--- src/rtl/packed_lane_assembler.sv ---
// Assembles a stream of WB-bit elements into one WA x WB packed word with valid/ready on both sides.
// Optional whole-word replication is enabled by defining PACKED_LANE_ASM_REPLICATE_EN.
module packed_lane_assembler #(
    parameter int             WA         = 4,
    parameter int             WB         = 4,
    parameter bit             LANE_ORDER = 1'b0,
    parameter logic [WB-1:0]  FILL       = '0
) (
    input  logic                       clk,
    input  logic                       rst,
    input  logic                       in_valid,
    output logic                       in_ready,
    input  logic [WB-1:0]              in_data,
    input  logic                       in_last,
    input  logic                       in_rep,
    output logic                       out_valid,
    input  logic                       out_ready,
    output logic [WA*WB-1:0]           out_data,
    output logic [$clog2(WA+1)-1:0]    out_count
);

    localparam int IW = $clog2(WA);
    localparam int CW = $clog2(WA+1);

    localparam logic [WA-1:0][WB-1:0] FILL_WORD = {WA{FILL}};
    localparam logic [IW-1:0]         IDX_LAST  = IW'(WA-1);

    typedef enum logic {
        S_FILL,
        S_HOLD
    } state_e;

    state_e                  state_q, state_d;
    logic [IW-1:0]           idx_q, idx_d;
    logic [CW-1:0]           count_q, count_d;
    logic [WA-1:0][WB-1:0]   data_q, data_d;

    logic                    accept;
    logic                    rep_hit;
    logic [IW-1:0]           lane;

    assign in_ready  = (state_q == S_FILL) && !rst;
    assign accept    = in_valid && in_ready;
    assign lane      = LANE_ORDER ? idx_q : (IDX_LAST - idx_q);
    assign out_valid = (state_q == S_HOLD);
    assign out_data  = data_q;
    assign out_count = count_q;

`ifdef PACKED_LANE_ASM_REPLICATE_EN
    // Replication only counts as such on the first element of a word.
    assign rep_hit = in_rep && (idx_q == '0);
`else
    logic unused_rep;
    assign unused_rep = in_rep;
    assign rep_hit    = 1'b0;
`endif

    // NOTE: every always_comb output gets its default first, so no path can infer a latch.
    always_comb begin
        state_d = state_q;
        idx_d   = idx_q;
        count_d = count_q;
        data_d  = data_q;
        case (state_q)
            S_FILL: begin
                if (accept) begin
                    if (rep_hit) begin
                        data_d  = {WA{in_data}};
                        count_d = CW'(WA);
                        state_d = S_HOLD;
                    end else begin
                        data_d[lane] = in_data;
                        count_d      = count_q + 1'b1;
                        // idx stays put on the closing element; the handshake clears it.
                        if (in_last || (idx_q == IDX_LAST)) begin
                            state_d = S_HOLD;
                        end else begin
                            idx_d = idx_q + 1'b1;
                        end
                    end
                end
            end
            S_HOLD: begin
                if (out_ready) begin
                    state_d = S_FILL;
                    idx_d   = '0;
                    count_d = '0;
                    data_d  = FILL_WORD;
                end
            end
            default: state_d = S_FILL;
        endcase
    end

    // NOTE: sequential state uses non-blocking assignments only; the word register is
    // reset too because untouched lanes must read as FILL right after reset.
    always_ff @(posedge clk or posedge rst) begin
        if (rst) begin
            state_q <= S_FILL;
            idx_q   <= '0;
            count_q <= '0;
            data_q  <= FILL_WORD;
        end else begin
            state_q <= state_d;
            idx_q   <= idx_d;
            count_q <= count_d;
            data_q  <= data_d;
        end
    end

endmodule

--- config.mk ---
export PLATFORM = sky130hd
export DESIGN_NAME = packed_lane_assembler
export DESIGN_NICKNAME = d
export VERILOG_FILES = /design/src/rtl/packed_lane_assembler.sv
export SDC_FILE = /design/constraint.sdc
export NUM_CORES = 1
export LEC_CHECK = 0
export ABC_CLOCK_PERIOD_IN_PS = 1500
export BUFFER_PORTS_ARGS = -buffer_cell sky130_fd_sc_hd__clkbuf_2
export CAP_MARGIN = 20
export CORE_MARGIN = 5
export CORE_UTILIZATION = 50
export DETAILED_ROUTE_END_ITERATION = 6
export PLACE_DENSITY = 0.77
export SLEW_MARGIN = 20
export SYNTH_ARGS = -nofsm -noshare
export SYNTH_HDL_FRONTEND = slang
export SYNTH_SLANG_ARGS = --single-unit
--- constraint.sdc ---
create_clock -name clk -period 1.5 [get_ports clk]
set_clock_uncertainty 0.15 [all_clocks]
set_input_delay 0.15 -clock clk [delete_from_list [all_inputs] [get_ports clk]]
set_output_delay 0.15 -clock clk [all_outputs]
set_load 0.05 [all_outputs]
==> results of run 1 <==
[cell usage after synthesis]
| cell | count | share of area, % |
|---|---|---|
| nor3b_4 | 1 | 1.7 |
| mux2i_1 | 6 | 5.5 |
| inv_1 | 8 | 2.7 |
| buf_4 | 1 | 0.68 |
| and4bb_2 | 1 | 1.1 |
| a221oi_1 | 4 | 3.2 |
| clkbuf_1 | 1 | 0.34 |
| nand2_2 | 1 | 0.57 |
| o21ai_0 | 10 | 4.6 |
| a31o_1 | 5 | 4.0 |
| and3_2 | 1 | 0.68 |
| o22ai_1 | 4 | 2.3 |
| buf_1 | 1 | 0.34 |
| nand4bb_1 | 1 | 1.0 |
| nand2_1 | 23 | 7.9 |
| nor2_1 | 2 | 0.68 |
| buf_6 | 3 | 3.1 |
| and2_2 | 1 | 0.68 |
| buf_2 | 1 | 0.46 |
| ha_1 | 5 | 5.7 |
| nand3_1 | 6 | 2.7 |
| dfrtp_1 | 22 | 50 |
[per-layer routing]
layer | wire [um] | track usage [%] | vias to the layer above
li1 | - | - | 447
met1 | 1140 | 20.8 | 461
met2 | 1340 | 31.0 | 28
met3 | 119 | 2.53 | 8
met4 | 51 | 6.62 | 0
met5 | 0 | 0 | -
[power by group]
| part | switching [mW] | internal, mW |
|---|---|---|
| logic | 1.16 | 0.423 |
| registers | 0.174 | 0.821 |
| clock network | 0.192 | 0.270 |
| total | 1.52 | 1.51 |
[repair_timing]
item                       CTS  global route
hold buffers                 6             0
buffers inserted             1             0
hold endpoints to repair    22             0
pin swaps                    0             1
gates resized for setup      2             7
setup endpoints to repair    4            10
[through the flow]
step                cell area (um2)  util, %  TNS, ps  instances
floorplan                      1110        -    -26.1        108
global placement               1280     59.5        0        162
detailed placement             1280     59.5    -33.2        162
CTS                            1410     65.5        0        173
global route                   1420     66.3    -17.0        173
finish                         1420     66.3        0        173
[worst max path at each step]
stage | cells after the start | endpoint | startpoint | slack [ps]
detailed placement | 6 | out_data[7]$_DFFE_PP0P_ | idx_q[0]$_DFFE_PP0P_ | -30
floorplan | 4 | out_count[0]$_DFFE_PP0P_ | out_valid$_DFF_PP0_ | -30
global route | 6 | out_data[5]$_DFFE_PP0P_ | idx_q[0]$_DFFE_PP0P_ | -9
global placement | 6 | out_data[7]$_DFFE_PP0P_ | idx_q[0]$_DFFE_PP0P_ | 60
finish | 6 | out_data[5]$_DFFE_PP0P_ | idx_q[0]$_DFFE_PP0P_ | 30
CTS | 6 | out_data[7]$_DFFE_PP0P_ | idx_q[0]$_DFFE_PP0P_ | 0.8
[registers in the layout (all words and copies together) (netlist names)]
name / flops
out_valid: 1
out_data: 16
idx_q: 2
out_count: 3
[cells by family (layout without fill, tap and decap cells)]
family,after synthesis,in the layout
simple gates,37,37
compound gates,23,23
flops,22,22
buf+inv,15,52
mux,6,6
fa+ha+maj,5,5
[tightest hold or removal path, cell delays in order]
cell,delay (ps)
clkbuf_2,120
nand2_2,110
mux2i_1,70
[final cells by class]
class | instances | area (um2)
Tap cell | 28 | 35.0
Clock buffer | 3 | 22.5
Timing Repair Buffer | 40 | 269
Multi-Input combinational cell | 71 | 485
Inverter | 8 | 30.0
Fill cell | 187 | 724
Sequential cell | 22 | 552
Clock inverter | 1 | 30.0
[layout by cell type (no fill, tap or decap), types with 5 or more instances in the layout]
master	instances
nand2_1	21
dlygate4sd3_1	6
nand3_1	6
o21ai_0	10
dfrtp_1	21
inv_1	7
a31o_1	5
mux2i_1	6
clkbuf_2	28
==> flow_metrics.py, run 1 <==
metrics = {
    "logic_synthesis": {
        "synth_compound_area_share_pct": 14.0,
        "syn_inst": 108,
        "synth-seq-area-share_pct": 50.1,
        "synth-adder-area-share_pct": 5.69,
        "synth_top_family_by_area": "simple AND/OR/NAND/NOR gates",
        "syn_area_per_cell_um2": 10.2,
        "yosysWarnings": 0,
        "muxShareOfSynthArea_pct": 5.47,
        "synthSimpleGateAreaFrac_pct": 17.1,
        "yosysUniqueCellTypes": 22,
        "synthXorXnorAreaFrac_pct": 0,
        "mappedNetlistArea_um2": 1100,
        "ys_ff_latch": 22,
        "syn_nets": 123,
    },
    "clocking": {
        "cts.sink_count": 22,
        "cts_made_buffers": 3,
        "cts_tree": "yes",
        "h-tree-depth": 1,
        "cts_root_buffer": "clkbuf_4",
        "clock_path_buffers": 2,
        "clk-insertion-delay-late_ps": 310,
        "clkTransAtPathRegs_ps": 130,
    },
    "route": {
        "drcViolationCount": 0,
        "via_count": 944,
        "ant_nets": 0,
        "routed_wl_um": 2650,
        "viasPerCell": 5.46,
        "wire_per_inst_um": 15.3,
        "firstDrtPassIters": 4,
        "drtIter0Drc": 17,
    },
    "worst_hold_path": {
        "hp-class": "input port to flop",
        "min-delay-start": "in_valid",
        "holdPathEnd": "out_count[0]$_DFFE_PP0P_",
        "hold_depth": 3,
    },
    "placed_design": {
        "dp_hpwl_um": 1890,
        "gp_congestion": 0.809,
        "io_buffers": 29,
        "post-place-ws_ps": -26.9,
    },
    "critical_path": {
        "critical_path.top_delay_family": "flip-flops",
        "cp_slowest_cell": "dfrtp_1",
        "critPathMaxStageDelay_ps": 440,
        "reg2reg_to": "out_data[5]$_DFFE_PP0P_",
        "crit_type": "flop to flop",
        "crit_chain": "inv_2, ha_2, nand4bb_1, buf_6, mux2i_1, o22ai_1",
        "worst-path-buf-inv": 2,
        "cp_max_fo": 8,
        "rrSetupSlack_ps": 30,
        "crit_path_end_kind": "flop",
        "r2r_cells": 6,
        "r2r_start": "idx_q[0]$_DFFE_PP0P_",
        "worstPathRequired_ps": 1560,
        "critPathLaunchType": "flop",
        "critPathArrivalTime_ps": 1540,
    },
    "grt": {
        "grt_pass1_wl_um": 4400,
        "grt.total_usage_pct": 17.4,
        "antenna_found_initial": 0,
        "grt_max_degree": 19,
        "grt.overflow.total": 0,
        "grt_pass1_vias": 955,
    },
    "sta": {
        "final.period_utilization_pct": 98.2,
        "tightest_slew_ps": 428,
        "maxSlewHeadroom_pct": 71.5,
        "min_period_ps": 1470,
        "drv_slew": 0,
        "fin_ws_ps": 27.1,
        "setup_viol": 0,
        "max_freq_mhz": 679,
        "hold_viol": 0,
        "hold_ws_ps": 25.4,
    },
    "floorplanning": {
        "coreArea_um2": 2150,
        "rows": 17,
        "io_pins": 31,
        "die_x_um": 56.9,
        "initial_utilization_pct": 51.1,
        "die_h_um": 56.9,
        "die_area_um2": 3230,
    },
    "flow_run": {
        "maxCapViolCount": 0,
    },
    "pwr": {
        "power_density_nw_per_um2": 2130,
        "irDropWorstVdd_mv": 1.12,
        "p_leak_nw": 0.733,
        "p_total_mw": 3.04,
    },
    "layout": {
        "drive_gt1_share_pct": 34.5,
        "num_antenna_cells": 0,
        "area_growth_syn_to_layout_pct": 29.6,
        "fin_nets": 161,
    },
    "run_status": {
        "outcome": "finished, final reports clean",
    },
}
Power figures use the tool's default switching activity.
==> run 2: changes to the inputs <==
--- a/config.mk
+++ b/config.mk
@@ -12,6 +12,7 @@
 export CORE_UTILIZATION = 50
 export DETAILED_ROUTE_END_ITERATION = 6
 export PLACE_DENSITY = 0.77
+export RECOVER_POWER = 25
 export SLEW_MARGIN = 20
 export SYNTH_ARGS = -nofsm -noshare
 export SYNTH_HDL_FRONTEND = slang
==> flow_metrics.py, run 2 (same netlist as run 1, synthesis figures left out) <==
metrics = {
    "run_status": {
        "outcome": "finished, final reports clean",
    },
    "critical_path": {
        "cp_max_fo": 8,
        "endpoint": "out_data[5]$_DFFE_PP0P_",
        "crit_type": "flop to flop",
        "worstPathRequired_ps": 1560,
        "rrSetupSlack_ps": 30,
        "crit_path_end_kind": "flop",
        "r2r_cells": 6,
        "r2r_start": "idx_q[0]$_DFFE_PP0P_",
        "critPathArrivalTime_ps": 1540,
        "reg2reg_to": "out_data[5]$_DFFE_PP0P_",
        "critPathLaunchType": "flop",
        "critPathLaunch": "idx_q[0]$_DFFE_PP0P_",
    },
    "clocking": {
        "cts_root_buffer": "clkbuf_4",
        "cts.sink_count": 22,
        "clkTransAtPathRegs_ps": 140,
        "clk-insertion-delay-late_ps": 310,
        "clock_path_buffers": 2,
        "cts_made_buffers": 3,
        "cts_tree": "yes",
        "h-tree-depth": 1,
    },
    "route": {
        "routed_wl_um": 2650,
        "drtIter0Drc": 17,
        "firstDrtPassIters": 4,
        "via_count": 946,
        "wire_per_inst_um": 15.3,
        "drcViolationCount": 0,
        "viasPerCell": 5.47,
        "ant_nets": 0,
    },
    "sta": {
        "final.period_utilization_pct": 98.2,
        "maxSlewHeadroom_pct": 71.5,
        "min_period_ps": 1470,
        "hold_ws_ps": 25.2,
        "tightest_slew_ps": 427,
        "fin_ws_ps": 27.5,
        "drv_slew": 0,
        "setup_viol": 0,
        "max_freq_mhz": 679,
        "hold_viol": 0,
    },
    "layout": {
        "layout.cells.most_common_list": "clkbuf_2 (28), nand2_1 (21), dfrtp_1 (21), o21ai_0 (10), inv_1 (7)",
        "fin_nets": 161,
        "largest_reg_flops": 16,
        "num-fill-cells": 189,
        "final_common_cell": "clkbuf_2",
        "num_antenna_cells": 0,
        "area_growth_syn_to_layout_pct": 29.3,
        "drive_gt1_share_pct": 33.8,
    },
    "grt": {
        "grt.overflow.total": 0,
        "grt_pass1_vias": 955,
        "grt_max_degree": 19,
        "antenna_found_initial": 0,
        "grt_pass1_wl_um": 4400,
        "grt.total_usage_pct": 17.4,
    },
    "placed_design": {
        "gp_congestion": 0.809,
        "post-place-ws_ps": -26.9,
        "dp_hpwl_um": 1890,
        "io_buffers": 29,
    },
    "floorplanning": {
        "die_h_um": 56.9,
        "coreArea_um2": 2150,
        "initial_utilization_pct": 51.1,
        "die_area_um2": 3230,
        "io_pins": 31,
        "rows": 17,
        "die_x_um": 56.9,
    },
    "worst_hold_path": {
        "hp-class": "input port to flop",
    },
    "pwr": {
        "irDropWorstVdd_mv": 1.13,
        "p_leak_nw": 0.729,
        "power_density_nw_per_um2": 2140,
    },
    "flow_run": {
        "maxCapViolCount": 0,
    },
}
## run 2: changes by cell type in the layout (fill, tap and decap cells not counted), sizes merged
cell / previous run / this run
buf: 6 / 5
clkbuf: 31 / 32
## run 2: where the power goes
part	switching, mW	internal (mW)
logic	1.16	0.422
clock network	0.192	0.270
registers	0.174	0.821
total	1.52	1.51
## run 2: cell type report
| type | instances | area [um2] | share of cell area, % |
|---|---|---|---|
| Sequential cell | 22 | 552 | 38.9 |
| Multi-Input combinational cell | 71 | 485 | 34.2 |
| Timing Repair Buffer | 40 | 265 | 18.7 |
| Tap cell | 28 | 35.0 | 2.47 |
| Clock inverter | 1 | 30.0 | 2.11 |
| Inverter | 8 | 30.0 | 2.11 |
| Clock buffer | 3 | 22.5 | 1.59 |
## run 2: routing by layer
layer | routed length (um) | up-vias | GRT usage [%]
li1 | - | 447 | -
met1 | 1140 | 460 | 20.8
met2 | 1340 | 31 | 31.0
met3 | 119 | 8 | 2.53
met4 | 51 | 0 | 6.62
met5 | 0 | - | 0
## run 2: worst max-delay path, cell delays in order, from the launching register on
cell       delay [ps]
dfrtp_1           440
inv_2              70
ha_2              180
nand4bb_1         110
buf_6             150
mux2i_1           190
o22ai_1           100
## run 2: metrics by stage
stage | util [%] | instance area (um2) | cells | TNS [ps] | power, mW
6_report | 66.1 | 1420 | 173 | 0 | 3.04
5_1_grt | 66.1 | 1420 | 173 | -17.0 | 3.20
4_1_cts | 65.5 | 1410 | 173 | 0 | 3.03
3_5_place_dp | 59.5 | 1280 | 162 | -33.2 | 2.54
3_3_place_gp | 59.5 | 1280 | 162 | 0 | 2.48
2_1_floorplan | - | 1110 | 108 | -26.1 | 2.16
## run 2: how the worst min path moves through the flow
stage	from	endpoint	slack, ps	cells after the start
2_1_floorplan	rst	idx_q[0]$_DFFE_PP0P_	-10	1
3_3_place_gp	rst	out_data[10]$_DFFE_PP0P_	80	2
3_5_place_dp	rst	out_data[10]$_DFFE_PP0P_	100	2
4_1_cts	out_ready	out_valid$_DFF_PP0_	3	2
5_1_grt	out_ready	out_data[4]$_DFFE_PP0P_	30	2
6_report	in_valid	out_count[0]$_DFFE_PP0P_	30	3
## run 2: repair_timing
action,in CTS,in global routing
hold buffers,6,0
endpoints found under the setup margin,4,10
setup buffers,1,0
endpoints found under the hold margin,22,0
gates resized for setup,2,7
pin swaps,0,1
